[config.mk]
export PLATFORM = sky130hd
export DESIGN_NAME = seq_detector_param
export DESIGN_NICKNAME = d
export VERILOG_FILES = /design/src/rtl/seq_detector_param.sv
export SDC_FILE = /design/constraint.sdc
export NUM_CORES = 1
export LEC_CHECK = 0
export ABC_AREA = 1
export BUFFER_PORTS_ARGS = -buffer_cell sky130_fd_sc_hd__buf_4
export CAP_MARGIN = 20
export CORE_AREA = 2 2 39 41
export CTS_CLUSTER_SIZE = 12
export DETAILED_ROUTE_END_ITERATION = 7
export DIE_AREA = 0 0 41 43
export PLACE_DENSITY = 0.44
export REMOVE_ABC_BUFFERS = 1
export SETUP_SLACK_MARGIN = 0.02
export SLEW_MARGIN = 30
export SYNTH_ARGS = -nofsm -noshare
export SYNTH_HDL_FRONTEND = slang
export SYNTH_SLANG_ARGS = --single-unit
[constraint.sdc]
create_clock -name clk -period 2.7 [get_ports clk]
set_input_delay 0.27 -clock clk [delete_from_list [all_inputs] [get_ports clk]]
set_output_delay 0.27 -clock clk [all_outputs]
set_load 0.01 [all_outputs]
[src/rtl/seq_detector_param.sv]
// Parametrised Mealy serial pattern detector with run-time overlap mode and valid qualification.
// Optional saturating match counter enabled by defining SEQ_DET_COUNT_EN.
module seq_detector_param #(
    parameter int unsigned        PAT_LEN = 4,
    parameter logic [PAT_LEN-1:0] PATTERN = 4'b1011,
    parameter int unsigned        CNT_W   = 8
) (
    input  logic             clk,
    input  logic             reset,
    input  logic             clr,
    input  logic             din_valid,
    input  logic             din,
    input  logic             overlap_en,
    output logic             dout
`ifdef SEQ_DET_COUNT_EN
    ,
    output logic [CNT_W-1:0] match_cnt
`endif
);

    localparam int unsigned HistW = PAT_LEN - 1;
    localparam int unsigned FillW = $clog2(PAT_LEN);
    localparam logic [FillW-1:0] FillMax = FillW'(PAT_LEN - 1);

    if (PAT_LEN < 2 || PAT_LEN > 32) begin : g_bad_pat_len
        $error("seq_detector_param: PAT_LEN must be in 2..32");
    end
    if (CNT_W == 0) begin : g_bad_cnt_w
        $error("seq_detector_param: CNT_W must be at least 1");
    end

    logic [HistW-1:0]   hist_q, hist_d;
    logic [FillW-1:0]   fill_q, fill_d;
    logic [PAT_LEN-1:0] window;
    logic               hit;

    always_comb begin
        window = {hist_q, din};
        hit    = (fill_q == FillMax) && (window == PATTERN);
        dout   = din_valid && !clr && hit;
        hist_d = hist_q;
        fill_d = fill_q;
        if (clr) begin
            hist_d = '0;
            fill_d = '0;
        end else if (din_valid) begin
            // Non-overlapping mode discards the whole history so no suffix is reused.
            if (dout && !overlap_en) begin
                hist_d = '0;
                fill_d = '0;
            end else begin
                hist_d = window[HistW-1:0];
                if (fill_q != FillMax) begin
                    fill_d = fill_q + 1'b1;
                end
            end
        end
    end

    always_ff @(posedge clk or posedge reset) begin
        if (reset) begin
            hist_q <= '0;
            fill_q <= '0;
        end else begin
            hist_q <= hist_d;
            fill_q <= fill_d;
        end
    end

`ifdef SEQ_DET_COUNT_EN
    logic [CNT_W-1:0] cnt_q, cnt_d;

    always_comb begin
        cnt_d = cnt_q;
        if (clr) begin
            cnt_d = '0;
        end else if (dout && (cnt_q != {CNT_W{1'b1}})) begin
            cnt_d = cnt_q + 1'b1;
        end
    end

    always_ff @(posedge clk or posedge reset) begin
        if (reset) begin
            cnt_q <= '0;
        end else begin
            cnt_q <= cnt_d;
        end
    end

    assign match_cnt = cnt_q;
`endif

endmodule
== Word level (Yosys, flattened, before mapping) ==
Cells that the tools add are included.

* Output and inout bits: 1
* Register bits after elaboration: 5
* Word-level logic and storage cells: 22
* Input bits: 6

* Equality and inequality tests: 3
* Reduce and logical (&&, ||, !) cells: 9
* $add $sub $neg: 1
* Multiplexer cells: 7

{| class="wikitable"
|+ Operator list
! kind !! count
|-
| 2-to-1 mux 3 bit || 3
|-
| 2-to-1 mux 2 bit || 4
|-
| == test 4 bit, second input constant || 1
|-
| logical AND 1 bit || 4
|-
| nonzero test 3 bit || 1
|-
| adder 2 x 1 -> 2 bit, second input constant || 1
|-
| == test 2 bit, second input constant || 1
|-
| zero test 1 bit || 2
|-
| inequality test 2 bit, second input constant || 1
|-
| AND reduction 2 bit || 1
|-
| nonzero test 2 bit || 1
|}

== Longest topological paths before layout ==
Gate-level depths: netlist of run 1.

* Depth in word-level cells: 7
* Mapped depth: 8
* Gate-level depth less buffers: 8

== Worst setup path before layout of run 1 ==
Ideal clock, no wire load.

* Kind: flip-flop to output port
* Start point: reg fill_q[0]
* End point: out dout
* Stages on the path, launching flop included: 4
* Arrival time: 0.999 ns
* Slack: 1.431 ns
* Data required time: 2.430 ns
* Cells stage by stage: dfrtp_1 -> ha_1 -> nand2_1 -> nor4_1

* Word-level cells in the longest chain between the ends: 3

{| class="wikitable"
|+ RTL lines
! what !! RTL line !! RTL
|-
| from (decl) || 33 || <nowiki>logic [FillW-1:0] fill_q, fill_d;</nowiki>
|-
| from (signal assigned) || 66 || <nowiki>fill_q <= fill_d;</nowiki>
|-
| == test 2 bit || 39 || <nowiki>hit = (fill_q == FillMax) && (window == PATTERN);</nowiki>
|-
| logical AND 1 bit || 39 ||
|-
| logical AND 1 bit || 40 || <nowiki>dout = din_valid && !clr && hit;</nowiki>
|-
| to (decl) || 14 || <nowiki>output logic dout</nowiki>
|}

Every way passes these cells.

== Final worst setup path of run 1 ==
Ends and elaborated chain as after synthesis.

==> results of run 1 <==
per-layer routing:
layer,global-route usage,vias up,wire length [um]
met2,0.141,7,278
met5,0,-,0
met1,0.0918,126,236
met3,0.0314,4,34
met4,0.120,0,38
li1,-,146,-
area by class of cell:
| cell class | instances | area [um2] |
|---|---|---|
| fill | 150 | 990 |
| timing repair buffer | 7 | 55.1 |
| clock buffer | 4 | 26.3 |
| inverter | 6 | 22.5 |
| multi-input combinational | 26 | 145 |
| tap | 16 | 20.0 |
| sequential | 5 | 125 |
metrics by stage:
stage | setup WS [ns] | cells | hold WS, ns | cell area, um2
after detailed placement | 1.39 | 59 | 0.193 | 358
after global routing | 1.02 | 64 | 0.340 | 394
final | 1.13 | 64 | 0.312 | 394
after CTS | 1.13 | 64 | 0.316 | 394
after global placement | 1.38 | 59 | 0.192 | 358
after floorplan | 1.43 | 37 | 0.0485 | 293
flip-flops by register name, indices dropped and copies added (netlist names):
register	count
fill_q	2
hist_q	3
report_power, final:
group          internal (mW)  switching (mW)  total, mW
clock                 0.0558          0.0301     0.0860
sequential            0.0825         0.00494     0.0874
combinational         0.0161          0.0178     0.0339
worst paths after layout:
| kind | depth (start not counted) | to | slack [ns] | startpoint |
|---|---|---|---|---|
| max | 4 | dout | 1.13 | fill_q[0]$_DFFE_PP0P_ |
| max reg2reg | 8 | fill_q[0]$_DFFE_PP0P_ | 1.45 | fill_q[0]$_DFFE_PP0P_ |
| min | 3 | hist_q[2]$_DFFE_PP0P_ | 0.31 | din_valid |
| max in group asynchronous | 3 | hist_q[0]$_DFFE_PP0P_ | 2.04 | reset |
| min reg2reg | 2 | fill_q[1]$_DFFE_PP0P_ | 0.49 | fill_q[1]$_DFFE_PP0P_ |
| min in group asynchronous | 3 | fill_q[0]$_DFFE_PP0P_ | 0.48 | reset |
logic make-up (layout without fill, tap and decap cells):
group | count (synthesis) | after routing | share of synthesized area
simple gates | 22 | 22 | 0.402
buf+inv | 6 | 17 | 0.0769
fa+ha+maj | 1 | 1 | 0.0427
flops | 5 | 5 | 0.427
compound gates | 3 | 3 | 0.0513
repair_timing:
item | 4_1_cts | 5_1_grt
hold endpoints to repair | 5 | 0
hold buffers | 1 | 0
buffers inserted | 0 | 0
critical path: stages (launching register included):
cell     delay, ns
dfrtp_1       0.36
ha_1          0.19
nand2_1       0.08
nor4_1        0.25
buf_4         0.17
cells in the final DEF, fill, tap and decap left out:
cell type / synthesis / final
inv_2: 1 / 1
buf_4: 0 / 6
nand3b_1: 1 / 1
nand4_1: 1 / 1
nand3_1: 3 / 3
nor4_1: 1 / 1
o21ai_0: 3 / 3
dlygate4sd3_1: 0 / 1
ha_1: 1 / 1
nor2_1: 2 / 2
clkbuf_1: 0 / 1
nand3_2: 2 / 2
clkbuf_4: 0 / 3
inv_1: 5 / 5
dfrtp_1: 5 / 5
nor2_2: 1 / 1
nand2_1: 8 / 8
nand2_2: 3 / 3
==> impl_results.md, run 1 <==
- Register bit total from synthesis: 5
- Fin. Hold Viols: 0
- Post-synth EDFFs: 0
- Final #Nets: 56
- Clk sinks: 5
- Fraction of registers with async set/reset: 1.00
- Data arrival, critical path: 1.30 ns
- DR vias: 283
- # resized after CTS: 0
- Worst slew margin: 0.827
- Total power draw: 207 uW
- Post-Syn Area per Cell: 7.91 um2
- Ranking of synthesized cells by area: dfrtp_1 (43%), nand2_1 (10%), nand3_2 (6.8%)
- Post-Syn Area: 293 um2
- # diodes: 0
- Post-Synthesis Cells: 37
- I/O pin count: 7
- Top cell type's share of synthesized area: 0.427
- Initial antenna violation count: 0
- Crit share post-route: 0.581
- Largest net degree at the start of global routing: 9
- Worst hold-check path type: in2reg
- Leading area contributor after synthesis: dfrtp_1
- Routed Antenna Nets: 0
- Fmax: 638 MHz
- Chip width: 41 um
- # setup viols final: 0
- Drt pass-1 iters: 4
- Port Buffers: 6
- Clk_lat worst skew: 0.24 ns
- CP endpoint kind: output pin
- Placer Congestion: 0.750
- First-pass GRT wire length: 1060 um
- P_leak: 0.194 nW
- GRT overflow: 0
- Area growth, synth to finish: 34.6%
- Core box area: 1380 um2
- Util after Layout: 0.285
- Req. time, crit path: 2.43 ns
- Commonest cells post-synth: nand2_1 (8), dfrtp_1 (5), inv_1 (5)
- Hpwl dp: 478 um
- Synth cell types: 14
- Synth Warn #: 0
- Worst Clk Skew: 0.00217 ns
- Tmin final: 1.57 ns
- Number of max-cap violations: 0
- CTS buffer count: 3
- Core Rows: 14
- CTS H-Tree Depth: 1
- Initial Utilization: 0.212
- Crit start category: flop
- Vias per inst: 4.42
- Setup TNS: 0 ns
- Slew Viols, Final: 0
- Layout cells sized above 1: 0.333
- Unrepaired setup endpoints after global routing: false
- Top-count cell post-synth: nand2_1
- PwrDens: 526 nW/um2
- DIE AREA: 1760 um2
- Crit path kind: reg2out
- Residual DRC: 0
- Clk slew on worst S/H paths: 0.04 ns
- Wirelength, routed: 587 um
- Seq/Total Area, Yosys: 0.427
- Status: finished, final reports clean
- TritonCTS clock tree: yes
- VDD IR max: 212 uV
- GRT Total Usage: 0.0980
- Clk root buf: clkbuf_4
- Chip height: 43 um
- Worst slew pin tran: 0.257 ns
- Wire per inst: 9.17 um
- Initial DRC count: 4
- Synth Flop Type: dfrtp_1
- Max clock buf depth: 2
- Crit path max fanout: 3
- Vias in the first global route: 273
Power figures use the tool's default switching activity.
==> run 2, diff against run 1 <==
==> constraint.sdc (replaced) <==
create_clock -name clk -period 1.5 [get_ports clk]
set_input_delay 0.15 -clock clk [delete_from_list [all_inputs] [get_ports clk]]
set_output_delay 0.15 -clock clk [all_outputs]
set_load 0.01 [all_outputs]
==> run 2 against run 1 <==
  * Final cell count stayed put
  * Clock-buffer cell count stayed put
  * Die area stayed put
  * Sequential share of layout area is 0.69 points lower
  * Clock power is 80% higher
  * Wire length is 1.4% higher
  * Flip-flop and latch count stayed put
  * Critical path depth stayed put
  * Setup slack worse by 0.95 ns
  * Cell area is 2.2% higher
  * Combinational power is 81% higher
  * Critical path type unchanged
==> impl_results.md, run 2 (same netlist as run 1, synthesis figures left out) <==
- Util after Layout: 0.291
- First-pass GRT wire length: 910 um
- Worst hold-check path type: in2reg
- GRT Total Usage: 0.0823
- Crit start category: flop
- Hpwl dp: 464 um
- # diodes: 0
- PwrDens: 929 nW/um2
- Layout cells sized above 1: 0.375
- R2r setup slk: 0.24 ns
- Chip height: 43 um
- Wirelength, routed: 595 um
- Worst slew margin: 0.875
- Initial antenna violation count: 0
- DR vias: 272
- Wire per inst: 9.30 um
- TritonCTS clock tree: yes
- Vias in the first global route: 230
- Req. time, crit path: 1.35 ns
- Crit path kind: reg2out
- Most flops, register: hist_q
- Drt pass-1 iters: 1
- Crit share post-route: 0.882
- Clk_lat worst skew: 0.24 ns
- Initial DRC count: 0
- Most common cell after layout, fill and taps aside: nand2_1
- Initial Utilization: 0.212
- Setup TNS: 0 ns
- Placer Congestion: 0.782
- Clk slew on worst S/H paths: 0.04 ns
- Tmin final: 1.32 ns
- Core box area: 1380 um2
- Final #Nets: 56
- Post-place setup slack: 0.247 ns
- Worst Setup Slack, final: 0.177 ns
- Biggest regs: hist_q x3, fill_q x2
- Port Buffers: 6
- Clk root buf: clkbuf_4
- Total power draw: 374 uW
- Routed Antenna Nets: 0
- # setup viols final: 0
- P_leak: 0.192 nW
- Largest register FFs: 3
- CTS H-Tree Depth: 1
- Worst slew pin tran: 0.186 ns
- Crit path max fanout: 3
- CTS buffer count: 3
- Number of max-cap violations: 0
- Status: finished, final reports clean
- Fin. Hold Viols: 0
- Chip width: 41 um
- DIE AREA: 1760 um2
- Largest net degree at the start of global routing: 9
- Final-layout fill cell count: 144
- Fin Hold WS: 0.180 ns
- Unrepaired setup endpoints after global routing: false
- I/O pin count: 7
- Slew Viols, Final: 0
- Core Rows: 14
- GRT overflow: 0
- Worst Clk Skew: 0.00477 ns
- Residual DRC: 0
- Data arrival, critical path: 1.17 ns
- Vias per inst: 4.25
- VDD IR max: 549 uV
- Area growth, synth to finish: 37.6%
- Max clock buf depth: 2
- CP endpoint kind: output pin
- Clk sinks: 5
- Fmax: 756 MHz
- Most frequent cells in the layout: nand2_1 (8), buf_4 (6), inv_1 (5), dfrtp_1 (5)
## run 2: cell counts in the layout (fill, tap and decap cells not counted)
No cell type changed its count.
## run 2: stage by stage
| stage | area (um2) | std cells |
|---|---|---|
| final | 403 | 64 |
| after global routing | 403 | 64 |
| after floorplan | 293 | 37 |
| after detailed placement | 358 | 59 |
| after global placement | 358 | 59 |
| after CTS | 394 | 64 |
## run 2: worst max-delay path, stage by stage, from the launching register on
cell and delay (ns):
dfrtp_1 0.36, ha_2 0.19, nand2_1 0.08, nor4_2 0.13, buf_4 0.15
## run 2: cell type report
class | instances | area, um2 | share of cell area
inverter | 6 | 22.5 | 0.0559
sequential | 5 | 125 | 0.311
clock buffer | 4 | 26.3 | 0.0652
multi-input combinational | 26 | 154 | 0.382
tap | 16 | 20.0 | 0.0497
timing repair buffer | 7 | 55.1 | 0.137
## run 2: power breakdown
| group | switching [mW] | internal, mW |
|---|---|---|
| registers | 0.00888 | 0.148 |
| logic | 0.0324 | 0.0290 |
| clock network | 0.0548 | 0.101 |
## run 2: path summary, 6_finish.rpt
kind	startpoint	to	cells past startpoint
max reg2reg	fill_q[0]$_DFFE_PP0P_	fill_q[0]$_DFFE_PP0P_	8
min	din_valid	hist_q[2]$_DFFE_PP0P_	3
max	fill_q[0]$_DFFE_PP0P_	dout	4
min in group asynchronous	reset	hist_q[0]$_DFFE_PP0P_	3
max in group asynchronous	reset	fill_q[0]$_DFFE_PP0P_	3
min reg2reg	fill_q[1]$_DFFE_PP0P_	fill_q[1]$_DFFE_PP0P_	2
## run 2: per-layer routing
| metal | GRT usage | part of all wire | wire, um | up-vias |
|---|---|---|---|---|
| li1 | - | - | - | 143 |
| met1 | 0.0836 | 0.45 | 265 | 120 |
| met2 | 0.119 | 0.46 | 273 | 9 |
| met3 | 0.0785 | 0.092 | 55 | 0 |
| met4 | 0.0200 | 0 | 0 | 0 |
| met5 | 0 | 0 | 0 | - |
## run 2: timing repair
item / 4_1_cts / 5_1_grt
setup buffers: 0 / 0
endpoints found under the setup margin: 0 / 1
hold buffers: 1 / 0
endpoints found under the hold margin: 5 / 0
gates resized for setup: 0 / 2
==> run 3, diff against run 2 <==
--- a/config.mk
+++ b/config.mk
@@ -6,13 +6,13 @@
 export NUM_CORES = 1
 export LEC_CHECK = 0
 export ABC_AREA = 1
-export BUFFER_PORTS_ARGS = -buffer_cell sky130_fd_sc_hd__buf_4
-export CAP_MARGIN = 20
 export CORE_AREA = 2 2 39 41
 export CTS_CLUSTER_SIZE = 12
 export DETAILED_ROUTE_END_ITERATION = 7
 export DIE_AREA = 0 0 41 43
-export PLACE_DENSITY = 0.44
+export DONT_BUFFER_PORTS = 1
+export PLACE_DENSITY = 0.39
+export RECOVER_POWER = 50
 export REMOVE_ABC_BUFFERS = 1
 export SETUP_SLACK_MARGIN = 0.02
 export SLEW_MARGIN = 30
==> run 3 against run 2 <==
  * First-iteration DRC count up 2
  * Clock-buffer cell count stayed put
  * Flip-flop and latch count did not move
  * Register-to-register slack worse by 0.02 ns
  * Final cell count down 4.7%
  * Sequential share of layout area is 1.8 points higher
==> impl_results.md, run 3 (same netlist as run 1, synthesis figures left out) <==
- Port Buffers: 0
- Area growth, synth to finish: 29.9%
- Final-layout fill cell count: 159
- Comb pwr share: 0.163
- Most flops, register: hist_q
- Reg power frac: 0.423
- Hpwl dp: 521 um
- Worst slew pin tran: 0.194 ns
- # setup viols final: 0
- Largest net degree at the start of global routing: 9
- Worst Clk Skew: 0.00356 ns
- First-pass GRT wire length: 1120 um
- Initial DRC count: 2
- Critical path buffers and inverters: 1
- Post-place setup slack: 0.203 ns
- Wire per inst: 10.6 um
- Vias in the first global route: 274
- Switch Pwr: 96.0 uW
- Initial antenna violation count: 0
- CTS buffer count: 3
- GRT overflow: 0
- VDD IR max: 612 uV
- DR vias: 272
- Sw Ratio: 0.257
- Placer Congestion: 0.679
- I/O pin count: 7
- Delay of the slowest cell on the worst path: 0.37 ns
- Clk sinks: 5
- Crit path kind: reg2out
- Drt pass-1 iters: 3
- Fin. Hold Viols: 0
- Worst hold-check path type: in2reg
- Core box area: 1380 um2
- Fmax: 713 MHz
- CP delay by family, top: flip-flops
- Biggest regs: hist_q x3, fill_q x2
- Setup TNS: 0 ns
- Slew Viols, Final: 0
- Clk_lat worst skew: 0.24 ns
- CTS H-Tree Depth: 1
- Power Internal: 278 uW
- TritonCTS clock tree: yes
- R2r setup slk: 0.22 ns
- Status: finished, final reports clean
- Critical Path Slowest Stage Cell: dfrtp_1
- DIE AREA: 1760 um2
- PwrDens: 983 nW/um2
- Most frequent cells in the layout: nand2_1 (8), inv_1 (5), dfrtp_1 (5)
- Initial Utilization: 0.212
- Final #Nets: 53
- Clk pwr share: 0.414
- Clk root buf: clkbuf_4
- P_leak: 0.179 nW
- Unrepaired setup endpoints after global routing: false
- Crit path max fanout: 3
- Worst Setup Slack, final: 0.0977 ns
- Wirelength, routed: 647 um
- Worst-path cell chain: ha_2, nand2_1, nor4_2, buf_4
- Core Rows: 14
- Chip height: 43 um
- Routed Antenna Nets: 0
- Crit start category: flop
- Number of max-cap violations: 0
- Residual DRC: 0
- Clk slew on worst S/H paths: 0.04 ns
- Max clock buf depth: 2
- Largest register FFs: 3
- Worst slew margin: 0.870
- Most common cell after layout, fill and taps aside: nand2_1
- Crit share post-route: 0.935
- Vias per inst: 4.46
- Tmin final: 1.40 ns
- Layout cells sized above 1: 0.333
- GRT Total Usage: 0.0986
- Chip width: 41 um
- # diodes: 0
- Data arrival, critical path: 1.25 ns
- CP endpoint kind: output pin
- Req. time, crit path: 1.35 ns
run 3: metrics by stage:
step / instances / utilization / cell area, um2 / hold slack [ns] / total power [mW]
6_report: 61 / 0.275 / 380 / 0.0702 / 0.374
5_1_grt: 61 / 0.275 / 380 / 0.0706 / 0.408
4_1_cts: 59 / 0.258 / 357 / 0.0639 / 0.374
3_5_place_dp: 54 / 0.231 / 320 / -0.0523 / 0.209
3_3_place_gp: 54 / 0.231 / 320 / -0.0476 / 0.203
2_1_floorplan: 37 / - / 293 / -0.0715 / 0.196
run 3: power by group through the flow:
stage | combinational (mW) | clock, mW | sequential, mW
floorplan | 0.0396 | 0 | 0.157
global placement | 0.0448 | 0 | 0.158
detailed placement | 0.0499 | 0 | 0.159
CTS | 0.0520 | 0.164 | 0.157
global route | 0.0702 | 0.178 | 0.159
finish | 0.0610 | 0.155 | 0.158
run 3: worst paths after layout:
path | from | endpoint | cells after the start
worst min-delay path | din_valid | hist_q[2]$_DFFE_PP0P_ | 2
min in group asynchronous | reset | hist_q[2]$_DFFE_PP0P_ | 2
worst max-delay path | fill_q[0]$_DFFE_PP0P_ | dout | 4
worst min register to register | fill_q[1]$_DFFE_PP0P_ | fill_q[1]$_DFFE_PP0P_ | 2
worst max register to register | fill_q[0]$_DFFE_PP0P_ | fill_q[0]$_DFFE_PP0P_ | 8
max in group asynchronous | reset | fill_q[1]$_DFFE_PP0P_ | 2
run 3: per-layer routing:
metal,part of all wire,global-route usage
met1,0.39,0.0939
met2,0.57,0.147
met3,0.046,0.0838
met4,0,0.0400
met5,0,0
run 3: layout make-up:
class,count,area [um2],share of cell area
timing repair buffer,4,32.5,0.0855
multi-input combinational,26,154,0.405
inverter,6,22.5,0.0592
tap,16,20.0,0.0526
sequential,5,125,0.329
clock buffer,4,26.3,0.0691
run 3: timing repair:
item	CTS	global route
endpoints found under the hold margin	5	0
setup endpoints to repair	0	1
setup buffers	0	2
hold buffers	1	0
gates resized for setup	0	2
